==> config.mk <==
export PLATFORM = sky130hd
export DESIGN_NAME = control_unit_mc
export DESIGN_NICKNAME = d
export VERILOG_FILES = /design/src/rtl/control_unit_mc.sv
export SDC_FILE = /design/constraint.sdc
export NUM_CORES = 1
export LEC_CHECK = 0
export ABC_AREA = 1
export CAP_MARGIN = 20
export CORE_MARGIN = 3
export CORE_UTILIZATION = 59
export CTS_BUF_LIST = sky130_fd_sc_hd__clkbuf_8
export CTS_CLUSTER_SIZE = 10
export DETAILED_ROUTE_END_ITERATION = 8
export PLACE_DENSITY_LB_ADDON = 0.2
export SYNTH_ARGS = -nofsm -noshare
export SYNTH_HDL_FRONTEND = slang
export SYNTH_SLANG_ARGS = --single-unit
==> constraint.sdc <==
create_clock -name clk -period 3.9 [get_ports clk]
set_input_delay 0.39 -clock clk [delete_from_list [all_inputs] [get_ports clk]]
set_output_delay 0.39 -clock clk [all_outputs]
set_load 0.1 [all_outputs]
==> src/rtl/control_unit_mc.sv <==
// Multi-cycle control unit: decodes one instruction per FETCH..DONE pass and
// sequences datapath strobes through setup, settle, memory, write-back and halt.
module control_unit_mc #(
    parameter int BUF_CYC     = 1,
    parameter int MEM_TIMEOUT = 16
) (
    input  logic       clk,
    input  logic       rst_n,
    input  logic [5:0] opcode,
    input  logic [4:0] func,
    input  logic       INT,
    input  logic       mem_ready,
    output logic [3:0] aluOp,
    output logic [2:0] brOp,
    output logic       aluSrc,
    output logic       regAluOut,
    output logic       rdMem,
    output logic       wrMem,
    output logic       wrReg,
    output logic       mToReg,
    output logic       immSel,
    output logic       updPC,
    output logic       isCmov,
    output logic       illegal,
    output logic       mem_err,
    output logic       halted
);

    typedef enum logic [2:0] {
        FETCH, SETUP, BUF, MEM, WB, HALTED, DONE
    } state_t;

    typedef enum logic [2:0] {
        C_ALU, C_CMOV, C_BR, C_LD, C_ST, C_HALT, C_NOP, C_ILL
    } cls_t;

    state_t      state, next_state;
    cls_t        cls, dec_cls, cls_now;
    logic [15:0] cyc_cnt;
    logic [3:0]  dec_alu_op;
    logic [2:0]  dec_br_op;
    logic        dec_alu_src, dec_reg_alu_out, dec_imm_sel;
    logic        buf_last, mem_timeout;
    logic        unused_func;

    assign unused_func = func[4];

    always_comb begin
        dec_cls         = C_ILL;
        dec_alu_op      = 4'h0;
        dec_br_op       = 3'b100;
        dec_alu_src     = 1'b0;
        dec_reg_alu_out = 1'b0;
        dec_imm_sel     = 1'b0;
        if (opcode == 6'h00) begin
            dec_cls         = C_ALU;
            dec_alu_op      = func[3:0] - 4'd1;
            dec_alu_src     = 1'b1;
            dec_reg_alu_out = 1'b1;
        end else if (opcode <= 6'h0F) begin
            dec_cls    = C_ALU;
            dec_alu_op = opcode[3:0] - 4'd1;
        end else begin
            case (opcode)
                6'h10: begin
                    dec_cls    = C_ALU;
                    dec_alu_op = 4'hF;
                end
                6'h11: dec_cls = C_LD;
                6'h12: dec_cls = C_ST;
                6'h14, 6'h15: begin
                    dec_cls         = (opcode == 6'h15) ? C_CMOV : C_ALU;
                    dec_alu_src     = 1'b1;
                    dec_reg_alu_out = 1'b1;
                end
                6'h20, 6'h21, 6'h22, 6'h23: begin
                    dec_cls     = C_BR;
                    dec_br_op   = {1'b0, opcode[1:0]};
                    dec_imm_sel = 1'b1;
                end
                6'h24:   dec_cls = C_HALT;
                6'h25:   dec_cls = C_NOP;
                default: dec_cls = C_ILL;
            endcase
        end
    end

    // The class register is only valid after SETUP, so SETUP decisions use the live decode.
    assign cls_now     = (state == SETUP) ? dec_cls : cls;
    assign buf_last    = (cyc_cnt == 16'(BUF_CYC - 1));
    assign mem_timeout = (MEM_TIMEOUT != 0) && (cyc_cnt == 16'(MEM_TIMEOUT - 1));

    always_comb begin
        next_state = state;
        case (state)
            FETCH: next_state = SETUP;
            SETUP: begin
                case (dec_cls)
                    C_ALU:        next_state = WB;
                    C_CMOV, C_BR: next_state = BUF;
                    C_LD, C_ST:   next_state = MEM;
                    C_HALT:       next_state = HALTED;
                    default:      next_state = DONE;
                endcase
            end
            BUF: begin
                if (buf_last) next_state = (cls == C_CMOV) ? WB : DONE;
            end
            MEM: begin
                if (mem_ready)        next_state = (cls == C_LD) ? WB : DONE;
                else if (mem_timeout) next_state = DONE;
            end
            WB:      next_state = DONE;
            HALTED:  if (INT) next_state = DONE;
            DONE:    next_state = FETCH;
            default: next_state = FETCH;
        endcase
    end

    // Every output is registered from the state being entered, so strobes line up with their state.
    always_ff @(posedge clk or negedge rst_n) begin
        if (!rst_n) begin
            state     <= FETCH;
            cls       <= C_NOP;
            cyc_cnt   <= '0;
            aluOp     <= 4'h0;
            brOp      <= 3'b100;
            aluSrc    <= 1'b0;
            regAluOut <= 1'b0;
            immSel    <= 1'b0;
            rdMem     <= 1'b0;
            wrMem     <= 1'b0;
            wrReg     <= 1'b0;
            mToReg    <= 1'b0;
            updPC     <= 1'b0;
            isCmov    <= 1'b0;
            illegal   <= 1'b0;
            mem_err   <= 1'b0;
            halted    <= 1'b0;
        end else begin
            state   <= next_state;
            cyc_cnt <= ((state == BUF || state == MEM) && next_state == state) ?
                       cyc_cnt + 16'd1 : 16'd0;
            updPC   <= (next_state == DONE);
            wrReg   <= (next_state == WB);
            mToReg  <= (next_state == WB) && (state == MEM);
            rdMem   <= (next_state == MEM) && (cls_now == C_LD);
            wrMem   <= (next_state == MEM) && (cls_now == C_ST);
            halted  <= (next_state == HALTED);
            isCmov  <= (next_state == BUF || next_state == WB) && (cls_now == C_CMOV);
            illegal <= (state == SETUP) && (dec_cls == C_ILL);
            mem_err <= (state == MEM) && (next_state == DONE) && !mem_ready;
            if (state == SETUP) begin
                cls       <= dec_cls;
                aluOp     <= dec_alu_op;
                brOp      <= dec_br_op;
                aluSrc    <= dec_alu_src;
                regAluOut <= dec_reg_alu_out;
                immSel    <= dec_imm_sel;
            end else if (next_state == FETCH) begin
                aluOp     <= 4'h0;
                brOp      <= 3'b100;
                aluSrc    <= 1'b0;
                regAluOut <= 1'b0;
                immSel    <= 1'b0;
            end
        end
    end

endmodule

Word level (Yosys, flattened, before mapping)
Cells that the tools add are included.
{ "word_totals": {"output_inout_bits": 19, "ff_bits": 40, "wordCells": 108, "in_bits": 15} }
{ "op_classes": {"add_sub_neg": 3, "eq_ne": 34, "n_reduce_logical": 21, "magnitude_cmp": 1, "mux": 33} }
{ "ops": {"columns": ["operator", "count"], "rows": [
  ["equality test 6 bit (second input constant)", 6],
  ["two-way mux 3 bit", 12],
  ["equality test 6 x 5 -> 1 bit (second input constant)", 5],
  ["equality test 3 bit (second input constant)", 9],
  ["equality test 3 x 2 -> 1 bit (second input constant)", 8],
  ["case mux 3 bit (7 select lines)", 1],
  ["two-way mux 4 bit", 5],
  ["case mux 3 bit (6 select lines)", 1],
  ["adder 16 x 1 -> 16 bit (second input constant)", 1],
  ["equality test 16 x 4 -> 1 bit (second input constant)", 1],
  ["zero test 16 bit", 1],
  ["two-way mux 16 bit", 1],
  ["equality test 3 x 1 -> 1 bit (second input constant)", 4],
  ["case mux 3 bit (4 select lines)", 1],
  ["two-way mux 1 bit", 10],
  ["zero test 3 bit", 3],
  ["logical AND 1 bit", 8],
  ["subtractor 4 x 1 -> 4 bit (second input constant)", 2],
  ["<= comparator 6 x 4 -> 1 bit (second input constant)", 1],
  ["zero test 6 bit", 1],
  ["OR reduction 2 bit", 3],
  ["two-way mux 2 bit", 2],
  ["OR reduction 4 bit", 1],
  ["equality test 3 bit", 1],
  ["other kinds (3)", 4]
]} }

Depth between registers and ports, before layout
Gate-level depths: netlist of run 1.
{ "logic_depth": {"ltp_word": 12, "ltp_mapped": 16} }

Worst setup path before layout of run 1
OpenSTA, ideal clock, no wires.
{ "synth_path": {"path_type": "input -> register", "start": "in opcode[0]", "end": "reg cyc_cnt[13]", "arrival_time_ns": 1.935, "setup_slack_ns": 1.884, "setup_time_ns": 0.080, "cell_stages": 12, "required_time_ns": 3.820, "cell_sequence": "inv_1 ha_1 o211ai_1 nand2_1 o21bai_2 nand2_1 nand2_1 nand2_1 nand3_2 nand4_4 buf_6 nor3_2"} }
{ "synth_via": {"elab_chain_cells": 12, "elab_cells_between_ends": 32} }
{ "synth_lines": {"columns": ["element", "line", "text"], "rows": [
  ["start, declared", "9", "input logic [5:0] opcode,"],
  ["equality test 6 bit, or another cell as far along", "64", "case (opcode)"],
  ["OR reduction 4 bit, or another cell as far along", "64", null],
  ["case mux 3 bit (7 select lines)", "64", null],
  ["two-way mux 3 bit", "60", "end else if (opcode <= 6'h0F) begin"],
  ["two-way mux 3 bit (*)", "55", "if (opcode == 6'h00) begin"],
  ["equality test 3 x 2 -> 1 bit, or another cell as far along", "98", "case (dec_cls)"],
  ["OR reduction 2 bit", "98", null],
  ["case mux 3 bit (4 select lines) (*)", "98", null],
  ["case mux 3 bit (6 select lines) (*)", "95", "case (state)"],
  ["equality test 3 bit (*)", "142", "cyc_cnt <= ((state == BUF || state == MEM) && next_state == state) ?"],
  ["logical AND 1 bit (*)", "142", null],
  ["two-way mux 16 bit (*)", "142", null],
  ["end signal, assigned", "142", null],
  ["end, declared", "39", "logic [15:0] cyc_cnt;"]
]} }
Every way passes the cells marked *; elsewhere a longest branch is shown, timed or not.
A chain may end at the register's enable or synchronous reset.

Final worst setup path of run 1
{ "layout_path": {"start": "in opcode[0]", "end": "reg cyc_cnt[12]"} }
Same word-level chain as after synthesis.

==> flow_summary.toml, run 1 <==
[logic_synthesis]
syn_avg_cell_area_um2 = 7.67
syn_nets = 337
synth_top_family_by_area = "simple AND/OR/NAND/NOR gates"
yosys_register_bits = 40
synth_compound_area_share_pct = 9.16
seq_area_frac_synth_pct = 41.6
synthMuxAreaShare_pct = 0
netlist_area_um2 = 2420
synth_xor_xnor_area_share_pct = 2.17
synth.distinct_cells = 34
synth-adder-area-share_pct = 3.62
postSynthCellCount = 315
yosys.area_share.simple_pct = 34.9
yosys_warnings = 0

[place]
io_buffers = 32
dp_hpwl_um = 3830
dp.cells = 392
dpl_cell_area_um2 = 2770
gp_congestion = 0.844

[floorplanning]
num_io_pins = 34
die_x_um = 70.0
dieArea_um2 = 4900
start_util_pct = 63.6
fp.coreArea_um2 = 3800
die_h_um = 70.0
rows = 22

[global_routing]
grt_start_max_net_pins = 41
first_global_vias = 2067
antenna_found_initial = 0
gr-total-overflow = 0
grt_pass1_wl_um = 8880
grt_usage_pct = 22.2

[setup_path]
path_class = "in2reg"
cp.required_ns = 4.10
r2r_cells = 12
r2r_slack_ns = 1.73
worst_setup_path_end_kind = "flip-flop"
crit_path_start_kind = "primary input"
cp.arrival_ns = 2.89
cp_max_fo = 16
r2r-start = "cyc_cnt[0]"
reg2reg_to = "cyc_cnt[14]"

[clocking]
tritoncts = "done"
clockBufferDepth = 2
clock_sinks = 40
cts_hold_buf = 0
clock_latency_ns = 0.29
htreeDepth = 2
cts_repair_resize_count = 0
cts_made_buffers = 5
clkTransAtPathRegs_ns = 0.07
cts-root-buf = "clkbuf_8"
post-cts-setup-buffers = 0

[cells_and_area]
final.fill_count = 296
nNetsFinal = 373
antenna_cells = 0
fin_cells = 400
area_delta_synth_final_pct = 19.0
fin_area_um2 = 2880
most-common-layout-cells = "nand2_1 (70), nor2_1 (48), inv_1 (46)"
final_layout_size_suffix_gt1_share_pct = 10.8
final_common_cell = "nand2_1"

[min_path]
hold_path_class = "in2async"

[timing]
worst_pin_slew_ns = 0.979
finalCritPeriodShare_pct = 69.0
min_period_ns = 2.69
fin_skew_ns = 0.00591
rsz0062_at_grt = "no"
fmax_mhz = 372
finalSetupViolations = 0
hold_viol = 0
slew_headroom_pct = 34.6
final-max-slew-violation-count = 0
setup_tns_ns = 0

[power_and_ir_drop]
p_leak_nw = 1.38
ir_worst_vdd_mv = 0.405
total_power_mw = 1.60
power_density_nw_per_um2 = 556

[routing]
wl_um = 4960
wl_per_cell_um = 12.4
viasPerCell = 5.27
drc = 0
drt_pass1_iterations = 4
routed-via-count = 2108
first_iter_violations = 140
ant_nets = 0

[run_status]
status = "completed"

[run]
maxCapViolations = 0
[kinds of logic (layout without fill, tap and decap cells)]
kind of cell,Yosys count,in the layout
AND/OR/NAND/NOR,178,178
buffers and inverters,52,89
flip-flops,40,40
AO/OA/AOI/OAI,32,32
adder cells (fa/ha/maj),7,7
XOR/XNOR,6,6
[cells in the mapped netlist (all sizes together)]
master / instances / area [um^2]
ha: 7 / 87.6
o21ai: 14 / 73.8
nor4: 1 / 6.26
nand3: 24 / 135
xor2: 3 / 26.3
inv: 49 / 184
nor3: 17 / 116
o211ai: 3 / 22.5
a21oi: 9 / 48.8
dfrtp: 37 / 926
a32o: 2 / 20.0
nor2: 51 / 199
dfstp: 3 / 78.8
xnor2: 3 / 26.3
o31ai: 1 / 7.51
nor3b: 4 / 35.0
nand2: 75 / 299
o21bai: 3 / 48.8
buf: 3 / 23.8
nand4: 6 / 52.6
[area by class of cell]
type	count	area (um^2)	share of cell area (%)
clock buffers	5	68.8	2.39
inverters	49	184	6.39
repair buffers	32	315	11.0
multi-input cells	223	1200	41.9
clock inverters	3	38.8	1.35
flip-flops and latches	40	1000	34.9
well taps	48	60.1	2.09
[stage by stage]
step                utilization [%]  worst slack, ns  hold slack (ns)
finish                         75.7             1.21            0.201
global route                   75.7             1.01            0.263
CTS                            75.7             1.20            0.238
detailed placement             72.9            0.894            0.456
global placement               72.9            0.998            0.447
floorplan                         -             1.88           0.0944
[worst max-delay path, cell delays in order]
cell             delay, ns
clkdlybuf4s50_1       0.55
inv_1                 0.13
ha_1                  0.32
o211ai_1              0.32
nand2_1               0.13
o21bai_2              0.17
nand2_1               0.10
nand2_1               0.09
nand2_1               0.06
nand3_2               0.10
nand4_4               0.23
nor3b_1               0.28
[sequential cells by signal (all words and copies together) (netlist names), 3 cells and up]
name	cells
state	3
brOp	3
cyc_cnt	16
aluOp	4
cls	3
[per-layer routing]
layer	vias up	routed length (um)	track usage [%]
met1	978	2210	28.0
met4	0	59	7.45
met2	44	2450	37.9
met5	-	0	0
li1	1080	-	-
met3	6	236	4.46
[where the power goes]
| group | internal (mW) | total (mW) | switching, mW |
|---|---|---|---|
| clock | 0.187 | 0.327 | 0.139 |
| sequential | 0.488 | 0.527 | 0.0396 |
| combinational | 0.190 | 0.745 | 0.555 |
| total | 0.865 | 1.60 | 0.734 |
[how the worst max path moves through the flow]
stage | start | endpoint | slack [ns] | cells past startpoint
after floorplan | opcode[0] | cyc_cnt[13] | 1.88 | 12
after global placement | opcode[0] | cyc_cnt[12] | 1.0 | 12
after detailed placement | opcode[0] | cyc_cnt[12] | 0.89 | 12
after CTS | opcode[0] | cyc_cnt[12] | 1.20 | 12
after global routing | opcode[0] | cyc_cnt[12] | 1.01 | 12
final | opcode[0] | cyc_cnt[12] | 1.21 | 12
(Power assumes the default switching activity.)
==> run 2: changes to the inputs <==
--- a/config.mk
+++ b/config.mk
@@ -8,7 +8,7 @@
 export ABC_AREA = 1
 export CAP_MARGIN = 20
 export CORE_MARGIN = 3
-export CORE_UTILIZATION = 59
+export CORE_UTILIZATION = 57
 export CTS_BUF_LIST = sky130_fd_sc_hd__clkbuf_8
 export CTS_CLUSTER_SIZE = 10
 export DETAILED_ROUTE_END_ITERATION = 8
==> constraint.sdc (replaced) <==
create_clock -name clk -period 2.7 [get_ports clk]
set_input_delay 0.27 -clock clk [delete_from_list [all_inputs] [get_ports clk]]
set_output_delay 0.27 -clock clk [all_outputs]
set_load 0.1 [all_outputs]
==> run 2 against run 1 <==
Compared with the run above:
- setup slack lost 0.93 ns
- routed wire length shrank 1.5%
- critical path type unchanged
- register-to-register slack lost 1.1 ns
- clock-buffer cell count grew 1
- highest routed layer unchanged
- sequential share of layout area grew 0.091 points
- clock power grew 23%
- sequential power grew 44%
==> flow_summary.toml, run 2 (synthesis results as in run 1) <==
[setup_path]
max_stage_delay_ns = 0.51
worst_setup_path_end_kind = "flip-flop"
path_cells = "clkdlybuf4s50_1 -> inv_1 -> ha_1 -> o211ai_1 -> nand2_1 -> o21bai_2 -> nand2_1 -> nand2_1 -> nand2_1 -> nand3_2 -> nand4_4 -> nor3b_1"
cp_max_fo = 16
cp.required_ns = 2.90
slowest_stage = "clkdlybuf4s50_1"
cp.arrival_ns = 2.62
worst_path_most_repeated_cell = "nand2_1"
r2r-start = "cyc_cnt[0]"
path_class = "in2reg"
r2r_cells = 12
r2r_slack_ns = 0.65
reg2reg_to = "cyc_cnt[14]"
crit_path_start_kind = "primary input"

[cells_and_area]
final_common_cell = "nand2_1"
largest_reg_flops = 16
final.fill_count = 332
fin_area_um2 = 2870
nNetsFinal = 380
regMostFlops = "cyc_cnt"
antenna_cells = 0
area_delta_synth_final_pct = 18.7
reg.largest.list = "cyc_cnt (16), aluOp (4)"
most-common-layout-cells = "nand2_1 (70), nor2_1 (48), inv_1 (45)"
final_layout_size_suffix_gt1_share_pct = 18.1

[global_routing]
grt_pass1_wl_um = 8870
first_global_vias = 2074
antenna_found_initial = 0
grt_start_max_net_pins = 41
gr-total-overflow = 0
grt_usage_pct = 21.2

[floorplanning]
num_io_pins = 34
fp.coreArea_um2 = 4060
rows = 23
die_h_um = 71.1
start_util_pct = 59.6
die_x_um = 71.1
dieArea_um2 = 5060

[power_and_ir_drop]
p_leak_nw = 1.44
p_comb_share_pct = 47.8
p_sw_mw = 1.05
power.share.clock_pct = 18.0
power_density_nw_per_um2 = 777
switching_share_pct = 47.3
p_int_mw = 1.18
power_frac_seq_pct = 34.1
ir_worst_vdd_mv = 0.501

[clocking]
cts_made_buffers = 5
cts-root-buf = "clkbuf_8"
clockBufferDepth = 2
clock_latency_ns = 0.28
cts_hold_buf = 0
clkTransAtPathRegs_ns = 0.08
post-cts-setup-buffers = 0
tritoncts = "done"
cts_repair_resize_count = 0
clock_sinks = 40
htreeDepth = 2

[place]
dpl_cell_area_um2 = 2780
gp_congestion = 0.881
dp_hpwl_um = 3820
io_buffers = 32

[timing]
fmax_mhz = 413
min_period_ns = 2.42
hold_viol = 0
setup_tns_ns = 0
rsz0062_at_grt = "no"
worst_pin_slew_ns = 0.852
finalSetupViolations = 0
final-max-slew-violation-count = 0
fin_skew_ns = 0.00603
slew_headroom_pct = 43.2
finalCritPeriodShare_pct = 89.7

[routing]
drt_pass1_iterations = 4
wl_um = 4880
wl_per_cell_um = 11.9
first_iter_violations = 72
drc = 0
viasPerCell = 5.11
routed-via-count = 2089
ant_nets = 0

[run]
maxCapViolations = 0

[min_path]
hold_path_class = "in2async"

[run_status]
status = "completed"
run 2: changes by cell type in the layout (fill, tap and decap cells not counted), sizes merged:
cell	delta
bufinv	-1
inv	-1
clkbuf	+1
clkdlybuf4s50	-19
buf	+26
clkinv	+1
run 2: worst max path at each step:
stage,startpoint,to,slack (ns),depth (start not counted)
finish,opcode[0],cyc_cnt[5],0.28,12
global route,opcode[0],isCmov,0.03,17
CTS,opcode[0],cyc_cnt[12],0.29,12
detailed placement,opcode[0],cyc_cnt[12],0.003,12
global placement,opcode[0],cyc_cnt[2],0.02,12
floorplan,opcode[0],cyc_cnt[13],0.80,12
run 2: area by class of cell:
class / count / area, um^2 / share of cell area, %
Multi-Input combinational cell: 223 / 1200 / 42.0
Sequential cell: 40 / 1000 / 35.0
Timing Repair Buffer: 39 / 320 / 11.2
Inverter: 49 / 184 / 6.41
Clock buffer: 6 / 82.6 / 2.88
Tap cell: 50 / 62.6 / 2.18
Clock inverter: 2 / 10.0 / 0.349
run 2: power by group through the flow:
stage          combinational (mW)  sequential [mW]  clock [mW]
2_1_floorplan               0.559             1.04           0
3_3_place_gp                 1.04            0.767           0
3_5_place_dp                 1.06            0.771           0
4_1_cts                      1.07            0.761       0.407
5_1_grt                      1.18            0.770       0.433
6_report                     1.07            0.761       0.402
run 2: per-stage QoR:
step           hold WS [ns]  setup WS [ns]  total power, mW  utilization (%)  std cells
2_1_floorplan       -0.0256          0.804             1.60                -        315
3_3_place_gp          0.426         0.0248             1.81             68.4        401
3_5_place_dp          0.435        0.00254             1.83             68.4        401
4_1_cts               0.132          0.286             2.24             70.7        409
5_1_grt               0.163         0.0265             2.38             70.7        409
6_report             0.0893          0.277             2.23             70.7        409
run 2: routing by layer:
metal	vias to the layer above	GRT usage [%]	wire length, um
li1	1094	-	-
met1	960	27.6	2200
met2	29	37.9	2500
met3	6	3.13	121
met4	0	3.97	53
met5	-	0	0
run 2: critical path: cells and delay by family:
| family | cells | cell delay, ns |
|---|---|---|
| fa+ha+maj | 1 | 0.28 |
| simple gates | 7 | 0.97 |
| buf+inv | 2 | 0.58 |
| compound gates | 2 | 0.52 |
==> run 3: changes to the inputs <==
--- a/config.mk
+++ b/config.mk
@@ -8,10 +8,11 @@
 export ABC_AREA = 1
 export CAP_MARGIN = 20
 export CORE_MARGIN = 3
-export CORE_UTILIZATION = 57
+export CORE_UTILIZATION = 59
 export CTS_BUF_LIST = sky130_fd_sc_hd__clkbuf_8
 export CTS_CLUSTER_SIZE = 10
 export DETAILED_ROUTE_END_ITERATION = 8
+export DONT_BUFFER_PORTS = 1
 export PLACE_DENSITY_LB_ADDON = 0.2
 export SYNTH_ARGS = -nofsm -noshare
 export SYNTH_HDL_FRONTEND = slang
==> run 3 against run 2 <==
Compared with the run above:
- routed wire length decreased by 2.0%
- global-route usage about the same
- register-to-register slack got worse by 0.08 ns
- die area decreased by 3.1%
- sequential share of layout area increased by 3.9 points
- total power decreased by 3.5%
- non-clock buffer count decreased by 37
- combinational power decreased by 37%
- first-iteration DRC count increased by 64%
- critical path type is now reg2reg
- largest cell class unchanged
- largest power group is now registers
- highest routed layer unchanged
==> flow_summary.toml, run 3 (synthesis results as in run 1) <==
[global_routing]
top_usage_layer = "met2"
grt_pass1_wl_um = 8620
use_met3_pct = 4.89
antenna_found_initial = 0
grt_use_met2_pct = 35.6
grt_start_max_net_pins = 41
grt_usage_pct = 21.3
grt_use_met1_pct = 28.3
first_global_vias = 1972
gr-total-overflow = 0

[cells_and_area]
final.fill_count = 325
nNetsFinal = 343
finish.utilization_pct = 68.0
multi_input_area_um2 = 1200
final_layout_size_suffix_gt1_share_pct = 12.4
fin_area_um2 = 2580
largest_reg_flops = 16
antenna_cells = 0
reg.largest.list = "cyc_cnt (16), aluOp (4)"
most-common-layout-cells = "nand2_1 (70), nor2_1 (48), inv_1 (45)"
regMostFlops = "cyc_cnt"
area_delta_synth_final_pct = 6.83
seq_area_um2 = 1010
final_common_cell = "nand2_1"

[clocking]
cts-root-buf = "clkbuf_8"
htreeDepth = 2
tritoncts = "done"
cts_repair_resize_count = 0
clkTransAtPathRegs_ns = 0.08
cts_made_buffers = 5
clock_latency_ns = 0.29
clock_sinks = 40
clockBufferDepth = 2

[setup_path]
path_cells = "ha_1 -> nand2_1 -> nor2_1 -> nand2_1 -> nor2_1 -> nand2_1 -> nor3_2 -> nand3_1 -> nor3_1 -> nand2_1 -> xor2_1 -> nor2_1"
worst_path_most_repeated_cell = "nand2_1"
reg2reg_to = "cyc_cnt[14]"
cp.required_ns = 2.87
cp.arrival_ns = 2.30
cp_max_fo = 3
max_stage_delay_ns = 0.39
crit_path_start_kind = "flip-flop"
r2r_cells = 12
worst_setup_path_end_kind = "flip-flop"
crit_buf_inv = 0
crit_family = "simple AND/OR/NAND/NOR gates"
r2r_slack_ns = 0.57
r2r-start = "cyc_cnt[0]"
path_class = "reg2reg"
slowest_stage = "dfrtp_1"

[timing]
min_period_ns = 2.13
final-max-slew-violation-count = 0
hold_viol = 0
slew_headroom_pct = 35.9
fmax_mhz = 469
finalCritPeriodShare_pct = 78.9
finalSetupViolations = 0
rsz0062_at_grt = "no"
worst_pin_slew_ns = 0.961
fin_skew_ns = 0.00527
timing.hold.ws_ns = 0.200
setup_tns_ns = 0

[floorplanning]
die_x_um = 70.0
dieArea_um2 = 4900
die_h_um = 70.0
start_util_pct = 63.6
rows = 22
fp.coreArea_um2 = 3800
num_io_pins = 34

[place]
gp_congestion = 0.808
dpl_cell_area_um2 = 2450
io_buffers = 0
dp_hpwl_um = 3620

[power_and_ir_drop]
p_leak_nw = 1.26
ir_worst_vdd_mv = 0.619
power_density_nw_per_um2 = 833

[min_path]
hold_path_class = "in2reg"
hold_depth = 2
min_from = "opcode[1]"
min_to = "brOp[1]"

[run]
maxCapViolations = 0

[routing]
drt_pass1_iterations = 4
drc = 0
wl_per_cell_um = 12.9
first_iter_violations = 118
routed-via-count = 1989
wl_um = 4780
viasPerCell = 5.38
ant_nets = 0

[run_status]
status = "completed"
-- run 3: cell types whose count changed in the layout (fill, tap and decap cells not counted), sizes merged --
cell	previous run	this run
buf	27	1
clkdlybuf4s50	12	0
clkinv	2	0
clkinvlp	0	2
dlygate4sd3	0	1
-- run 3: per-layer routing --
layer  vias to the layer above  wire, um
met4                         0        44
met5                         -         0
met1                       921      2210
li1                       1018         -
met3                         5       215
met2                        45      2310
-- run 3: power by group --
group	internal, mW	switching [mW]
Clock	0.207	0.210
Sequential	0.698	0.362
Combinational	0.199	0.475
-- run 3: through the flow --
stage	total power, mW	setup WS, ns	cells
2_1_floorplan	1.60	0.804	315
3_3_place_gp	1.71	0.493	360
3_5_place_dp	1.73	0.340	360
4_1_cts	2.16	0.589	370
5_1_grt	2.31	0.212	370
6_report	2.15	0.569	370
-- run 3: area by class of cell --
| class | instances | share of cell area [%] |
|---|---|---|
| clock buffers | 6 | 3.20 |
| clock inverters | 2 | 0.581 |
| inverters | 49 | 7.12 |
| multi-input cells | 223 | 46.7 |
| flip-flops and latches | 40 | 39.0 |
| well taps | 48 | 2.33 |
| repair buffers | 2 | 1.16 |
-- run 3: what timing repair did --
item | 4_1_cts | 5_1_grt
hold buffers | 2 | 0
endpoints found under the setup margin | 0 | 0
setup buffers | 0 | 0
hold endpoints to repair | 40 | 0
-- run 3: worst max path at each step --
stage / from / to / slack [ns] / cells past startpoint
3_5_place_dp: opcode[0] / cyc_cnt[5] / 0.34 / 11
5_1_grt: cyc_cnt[0] / cyc_cnt[14] / 0.21 / 12
4_1_cts: cyc_cnt[0] / cyc_cnt[14] / 0.59 / 12
3_3_place_gp: opcode[0] / cyc_cnt[5] / 0.49 / 11
2_1_floorplan: opcode[0] / cyc_cnt[13] / 0.80 / 12
6_report: cyc_cnt[0] / cyc_cnt[14] / 0.57 / 12
